### config.mk
export PLATFORM = sky130hd
export DESIGN_NAME = keypad_entry_unit
export DESIGN_NICKNAME = d
export VERILOG_FILES = /design/src/rtl/keypad_entry_unit.sv
export SDC_FILE = /design/constraint.sdc
export NUM_CORES = 1
export LEC_CHECK = 0
export CAP_MARGIN = 20
export CORE_MARGIN = 4
export CORE_UTILIZATION = 45
export CTS_CLUSTER_DIAMETER = 80
export DETAILED_ROUTE_END_ITERATION = 7
export PLACE_DENSITY = 0.63
export SKIP_LAST_GASP = 1
export SLEW_MARGIN = 15
export SYNTH_ARGS = -nofsm -noshare
export SYNTH_HDL_FRONTEND = slang
export SYNTH_SLANG_ARGS = --single-unit
### constraint.sdc
create_clock -name clk -period 6.6 [get_ports clk]
set_clock_uncertainty 0.1 [all_clocks]
set_input_delay 1.32 -clock clk [delete_from_list [all_inputs] [get_ports clk]]
set_output_delay 1.32 -clock clk [all_outputs]
set_load 0.02 [all_outputs]
### src/rtl/keypad_entry_unit.sv
// Keypad entry: builds a signed BCD number from key codes and, on ENTER,
// converts it MSD-first into a saturated two's-complement value.
module keypad_entry_unit #(
  parameter int DIGITS = 10,
  parameter int WIDTH  = 32
) (
  input  logic                  clk,
  input  logic                  rst,
  input  logic                  key_valid,
  input  logic [3:0]            key_code,
  output logic [4*DIGITS+3:0]   BCD_IU,
  output logic [3:0]            digit_count,
  output logic [WIDTH-1:0]      value_out,
  output logic                  value_valid,
  output logic                  overflow,
  output logic                  busy
);

  localparam int DW = 4 * DIGITS;
  localparam int AW = 36;
  localparam int IW = 4;

  typedef enum logic [1:0] {
    S_IDLE,
    S_CONV,
    S_DONE
  } state_e;

  state_e           state_q, state_d;
  logic [DW-1:0]    dig_q, dig_d;
  logic [3:0]       cnt_q, cnt_d;
  logic             neg_q, neg_d;
  logic             fresh_q, fresh_d;
  logic [DW-1:0]    wdig_q, wdig_d;
  logic             wneg_q, wneg_d;
  logic [AW-1:0]    acc_q, acc_d;
  logic [IW-1:0]    idx_q, idx_d;
  logic [WIDTH-1:0] val_q, val_d;
  logic             vld_q, vld_d;
  logic             ovf_q, ovf_d;

  logic [DW-1:0]    dig_t;
  logic [3:0]       cnt_t;
  logic [3:0]       cur;
  logic [AW-1:0]    lim;
  logic [AW-1:0]    acc_neg;
  logic             is_dig;

  always_comb begin
    state_d = state_q;
    dig_d   = dig_q;
    cnt_d   = cnt_q;
    neg_d   = neg_q;
    fresh_d = fresh_q;
    wdig_d  = wdig_q;
    wneg_d  = wneg_q;
    acc_d   = acc_q;
    idx_d   = idx_q;
    val_d   = val_q;
    vld_d   = 1'b0;
    ovf_d   = ovf_q;
    dig_t   = dig_q;
    cnt_t   = cnt_q;
    is_dig  = key_code <= 4'd9;
    cur     = wdig_q[{idx_q, 2'b00} +: 4];
    lim     = (AW'(1) << (WIDTH - 1)) - (wneg_q ? AW'(0) : AW'(1));
    acc_neg = '0;

    unique case (state_q)
      S_IDLE: begin
        if (key_valid) begin
          unique case (1'b1)
            is_dig: begin
              // A digit after a finished conversion starts a new entry
              dig_t   = fresh_q ? '0 : dig_q;
              cnt_t   = fresh_q ? 4'd0 : cnt_q;
              neg_d   = fresh_q ? 1'b0 : neg_q;
              fresh_d = 1'b0;
              if (!(cnt_t == 4'd0 && key_code == 4'd0)
                  && cnt_t < 4'(DIGITS)) begin
                dig_t = {dig_t[DW-5:0], key_code};
                cnt_t = cnt_t + 4'd1;
              end
              dig_d = dig_t;
              cnt_d = cnt_t;
            end
            key_code == 4'hA: begin
              neg_d   = ~neg_q;
              fresh_d = 1'b0;
            end
            key_code == 4'hB: begin
              fresh_d = 1'b0;
              if (cnt_q != 4'd0) begin
                dig_d = dig_q >> 4;
                cnt_d = cnt_q - 4'd1;
              end
            end
            key_code == 4'hC: begin
              dig_d   = '0;
              cnt_d   = 4'd0;
              neg_d   = 1'b0;
              fresh_d = 1'b0;
            end
            key_code == 4'hD: begin
              wdig_d  = dig_q;
              wneg_d  = neg_q;
              acc_d   = '0;
              idx_d   = IW'(DIGITS - 1);
              state_d = S_CONV;
            end
            default: ;
          endcase
        end
      end
      S_CONV: begin
        acc_d = acc_q * AW'(10) + AW'(cur);
        idx_d = idx_q - IW'(1);
        // Result is registered on the last step so it is valid in DONE
        if (idx_q == '0) begin
          state_d = S_DONE;
          vld_d   = 1'b1;
          acc_neg = -acc_d;
          if (acc_d > lim) begin
            ovf_d = 1'b1;
            val_d = wneg_q ? {1'b1, {(WIDTH-1){1'b0}}}
                           : {1'b0, {(WIDTH-1){1'b1}}};
          end else begin
            ovf_d = 1'b0;
            val_d = wneg_q ? acc_neg[WIDTH-1:0] : acc_d[WIDTH-1:0];
          end
        end
      end
      S_DONE: begin
        state_d = S_IDLE;
        fresh_d = 1'b1;
      end
      default: state_d = S_IDLE;
    endcase
  end

  always_ff @(posedge clk) begin
    if (rst) begin
      state_q <= S_IDLE;
      dig_q   <= '0;
      cnt_q   <= 4'd0;
      neg_q   <= 1'b0;
      fresh_q <= 1'b0;
      wdig_q  <= '0;
      wneg_q  <= 1'b0;
      acc_q   <= '0;
      idx_q   <= '0;
      val_q   <= '0;
      vld_q   <= 1'b0;
      ovf_q   <= 1'b0;
    end else begin
      state_q <= state_d;
      dig_q   <= dig_d;
      cnt_q   <= cnt_d;
      neg_q   <= neg_d;
      fresh_q <= fresh_d;
      wdig_q  <= wdig_d;
      wneg_q  <= wneg_d;
      acc_q   <= acc_d;
      idx_q   <= idx_d;
      val_q   <= val_d;
      vld_q   <= vld_d;
      ovf_q   <= ovf_d;
    end
  end

  assign BCD_IU      = {neg_q ? 4'hA : 4'hF, dig_q};
  assign digit_count = cnt_q;
  assign value_out   = val_q;
  assign value_valid = vld_q;
  assign overflow    = ovf_q;
  assign busy        = state_q != S_IDLE;

endmodule

### After elaboration in Yosys (flattened, before gate mapping)

Index checks and enable logic that the tools add are counted.

* register bits: 163
* input bits: 7
* output and inout port bits: 83
* logic and storage cells: 92

* add/subtract/negate cells: 6
* $mul: 1
* magnitude comparators: 3
* equality and inequality tests: 13
* shifts and indexed selects: 1
* multiplexer cells: 30
* bitwise operators: 2
* reduce and logical (&&, ||, !) cells: 23

Operator list (number)
* $mux W40: 3
* $pmux W40 S3: 1
* $mux W32: 3
* $mux W36: 2
* $pmux W36 S2: 1
* $shiftx A40 B7 Y4: 1
* $add A36 B4 Y36: 1
* $gt A36 B36 Y1: 1
* $mul A36 B3 Y35 const B: 1
* $sub A32 B1 Y33 const A: 1
* $neg A32 Y32: 1
* $mux W4: 5
* $eq A4 B4 Y1 const B: 4
* $logic_not A4 Y1: 3
* $pmux W4 S3: 1
* $reduce_and A3 Y1: 4
* $ne A2 B2 Y1 const B: 5
* $pmux W4 S2: 1
* $reduce_and A4 Y1: 2
* $sub A4 B1 Y4 const B: 2
* $mux W1: 6
* $mux W2: 3
* $reduce_bool A2 Y1: 3
* $reduce_bool A3 Y1: 2
* 20 further kinds: 22

### Logic depth before layout (Yosys ltp)

* depth in word-level cells: 7
* gate-level depth with buffers: 32
* gate-level depth less buffers: 26

### Worst setup path before layout

OpenSTA, ideal clock, no wires.

* path type: register to register
* from: reg idx_q[0]
* to: reg val_q[30], in the netlist value_out[30]
* setup time: 103 ps
* arrival: 6641 ps
* data required time: 6397 ps
* slack: -245 ps
* cell stages (with the launch flop): 31
* buffers on the path: 5
* clock period less this slack: 6845 ps
* cells stage by stage: dfxtp_1 clkbuf_1 buf_1 mux4_2 mux2i_1 o22ai_1 ha_1 o211a_1 and3_1 nor3b_1 and2_1 nand2_1 or4_1 clkbuf_1 or3_1 and2_1 inv_1 ha_1 a21o_1 a21o_1 a21o_1 a21o_1 a21oi_1 o22ai_1 o311a_1 a21oi_2 and2_1 buf_4 buf_6 nor2_2 a2111oi_2

* word-level cells in the longest chain between the ends: 5
* elaborated cells on any way between the ends: 8
* classes of those cells: add/sub (2); order compare (1); shift (1); mux (2); reduce/logical (2)

Ends and longest elaborated chain
* start, declared: line 37 `logic [IW-1:0] idx_q, idx_d;`
* start signal, assigned: line 164 `idx_q <= idx_d;`
* $shiftx A40 B7 Y4: line 65 `cur = wdig_q[{idx_q, 2'b00} +: 4];`
* $add A36 B4 Y36: line 116 `acc_d = acc_q * AW'(10) + AW'(cur);`
* $neg A32 Y32: line 122 `acc_neg = -acc_d;`
* $mux W32: line 129 `val_d = wneg_q ? acc_neg[WIDTH-1:0] : acc_d[WIDTH-1:0];`
* $mux W32: line 123 `if (acc_d > lim) begin`
* end signal, assigned: line 165 `val_q <= val_d;`
* end, declared: line 38 `logic [WIDTH-1:0] val_q, val_d;`

Parallel ways exist; a longest one is shown, timed or not.
A chain may end at the register's enable or synchronous reset.

### Worst setup path in the final report

* from: reg idx_q[0]
* to: reg val_q[11], in the netlist value_out[11]

Same word-level chain as after synthesis.

==> impl_metrics.json <==
{
  "hold_viol": 0,
  "async_flop_share_pct": 0,
  "io_buffers": 87,
  "clk_latency_ns": 0.45,
  "grt_pass1_wl_mm": 63.8,
  "min_path_type": "reg -> reg",
  "synthDistinctLibCells": 89,
  "swShare_pct": 30.3,
  "rows": 60,
  "synthFlopType": "dfxtp_1",
  "final_area_um2": 14900,
  "cts_root_buffer": "clkbuf_16",
  "gp_congestion": 0.910,
  "drc_errors": 0,
  "antenna_found_initial": 0,
  "leakagePower_uw": 0.00627,
  "num_antenna_cells": 0,
  "wl_per_cell_um": 19.0,
  "core-area_um2": 27200,
  "area_growth_pct": 18.6,
  "p_per_area_nw_per_um2": 155,
  "totalWireLength_mm": 40.5,
  "cts_hold_buf": 0,
  "cp_top_family": "compound AO/OA/AOI/OAI gates",
  "drive_gt1_share_pct": 12.5,
  "setup_viol": 0,
  "fin_tns_setup_ns": 0,
  "yosysWarnings": 0,
  "cpMostUsedCell": "a21o_1",
  "gr-total-overflow": 0,
  "pin_count": 90,
  "comb_power_share_pct": 10.6,
  "criticalPathCategory": "reg -> reg",
  "status": "finished clean",
  "max_freq_mhz": 158,
  "path_buf_inv": 4,
  "antenna_left": 0,
  "vias": 12900,
  "rsz0062_at_grt": "yes",
  "drt-vias-per-instance": 6.03,
  "fp.dieW_um": 175,
  "crit_path_start_kind": "flop",
  "start_util_pct": 46.2,
  "slowest_delay_ns": 0.57,
  "critPathRequiredTime_ns": 6.78,
  "tightest_slew_ns": 1.01,
  "syn_avg_cell_area_um2": 7.52,
  "slew_headroom_pct": 32.3,
  "r2r_slack_ns": 0.29,
  "layout.nets": 1859,
  "cap_violations": 0,
  "pwr-share-seq_pct": 45.6,
  "synth.top_cell.area_share_pct": 25.8,
  "grt_max_degree": 87,
  "internal_power_uw": 1610,
  "max-vdd-ir-drop_v": 0.000157,
  "syn_area_um2": 12600,
  "ys_seq_area_share_pct": 25.8,
  "clockPowerShare_pct": 43.8,
  "fin_crit_sh_pct": 95.7,
  "crit_fanout": 6,
  "arrival_ns": 6.50,
  "slew_viol_final": 0,
  "gr-usage-all-layers_pct": 25.5,
  "drt_pass1_iterations": 8,
  "clk_pin_slew_ns": 0.07,
  "cts_sinks": 162,
  "post-route-min-period_ns": 6.31,
  "grt_pass1_vias": 11600,
  "die_h_um": 175,
  "critPathCaptureType": "flop",
  "cts_buffers": 17,
  "synthCells": 1670,
  "drt_iter0_drc": 1114,
  "slowest_stage": "or4_4",
  "final_common_cell": "nand2_1",
  "h-tree-depth": 4,
  "synth-edff-count": 0,
  "synth_top_cell_by_area": "dfxtp_1",
  "cts_tree": "built",
  "netSwitchingPower_uw": 699,
  "synthTopCellsByArea": "dfxtp_1 26%, ha_1 10%, a21oi_1 7.5%",
  "hpwl_mm": 29.4,
  "ys_seq_elements": 162,
  "die_area_um2": 30600,
  "worst_hold_slack_ns": 0.352,
  "final_cell_mix": "237 x nand2_1, 187 x a21oi_1, 171 x nor2_1, 159 x dfxtp_1, 102 x ha_1",
  "placed_area_um2": 14000,
  "cts_buffer_depth": 2
}
timing repair:
item	in CTS	in global routing
pin swaps	0	18
endpoints found under the setup margin	25	33
resized for setup	3	36
setup buffers	0	14
worst paths after layout:
| check | start | to | depth (start not counted) |
|---|---|---|---|
| min | wdig_q[35]$_SDFFE_PP0P_ | wdig_q[35]$_SDFFE_PP0P_ | 2 |
| max | idx_q[0]$_SDFFE_PP0P_ | value_out[11]$_SDFFE_PP0P_ | 28 |
| max reg2reg | idx_q[0]$_SDFFE_PP0P_ | value_out[11]$_SDFFE_PP0P_ | 28 |
| min reg2reg | wdig_q[35]$_SDFFE_PP0P_ | wdig_q[35]$_SDFFE_PP0P_ | 2 |
power by group through the flow:
stage	clock network, µW	registers (µW)	logic (µW)
6_report	1010	1050	244
5_1_grt	1060	1060	269
4_1_cts	1020	1050	244
3_5_place_dp	0	1070	243
3_3_place_gp	0	1070	239
2_1_floorplan	0	1080	132
Yosys cell counts (all sizes together) (8+ instances only):
master and n:
a22oi 37, mux4 8, inv 32, mux2i 19, a21oi 189, nor2b 8, nor2 175, a211oi 63
o21ai 73, o22ai 9, or2 12, nor3b 8, a31oi 12, nand3 40, nand2 241, dfxtp 162
and3 11, xnor2 47, a21o 29, and2 14, nand2b 11, xor2 15, ha 103, nor4 22
o21a 17, nand4 32, buf 19, clkbuf 103, or3 9, nor3 40
worst register-to-register path: cells and delay by family, from the launching register on:
family                     cells  cell delay (ns)
DFF                            1             0.39
AOI/OAI and AO/OA             12             2.09
adders and majority gates      2             0.58
and+or+nand+nor                8             1.76
muxes                          2             0.73
buffers and inverters          4             0.54
logic make-up after synthesis:
logic type | synth area share, %
multiplexers | 3.58
other | 0.0299
XOR/XNOR | 4.44
buffers and inverters | 5.02
AND/OR/NAND/NOR | 24.1
AO/OA/AOI/OAI | 26.4
flip-flops | 25.8
adder cells (fa/ha/maj) | 10.6
registers in the layout, summed over array words and instances (netlist names):
name,count
dig_q,40
value_valid,1
overflow,1
fresh_q,1
idx_q,4
value_out,32
neg_q,1
wdig_q,40
wneg_q,1
state_q,2
acc_q,35
digit_count,4
layer usage:
metal | wire length [µm] | GRT usage, % | share of wire [%] | vias to the layer above
met5 | 0 | 0 | 0 | -
met4 | 763 | 6.74 | 1.9 | 0
met3 | 2920 | 4.44 | 7.2 | 50
met2 | 17400 | 37.7 | 43 | 459
met1 | 19400 | 38.1 | 48 | 6121
li1 | - | - | - | 6231
area by class of cell:
type	count	area [µm²]
multi-input combinational	1353	8870
clock buffer	17	425
fill	2636	12300
tap	372	465
sequential	162	3250
clock inverter	15	163
timing repair buffer	179	1600
inverter	34	128
stage by stage:
| step | setup WS [ns] | cells | total power (µW) | util (%) |
|---|---|---|---|---|
| floorplan | 0.0937 | 1671 | 1210 | - |
| global placement | 0.128 | 2086 | 1310 | 51.6 |
| detailed placement | -0.0529 | 2086 | 1320 | 51.6 |
| CTS | 0.0138 | 2118 | 2320 | 53.9 |
| global route | -0.0326 | 2132 | 2380 | 54.8 |
| finish | 0.285 | 2132 | 2310 | 54.8 |
Note: power is estimated with default switching activity, not from simulation.
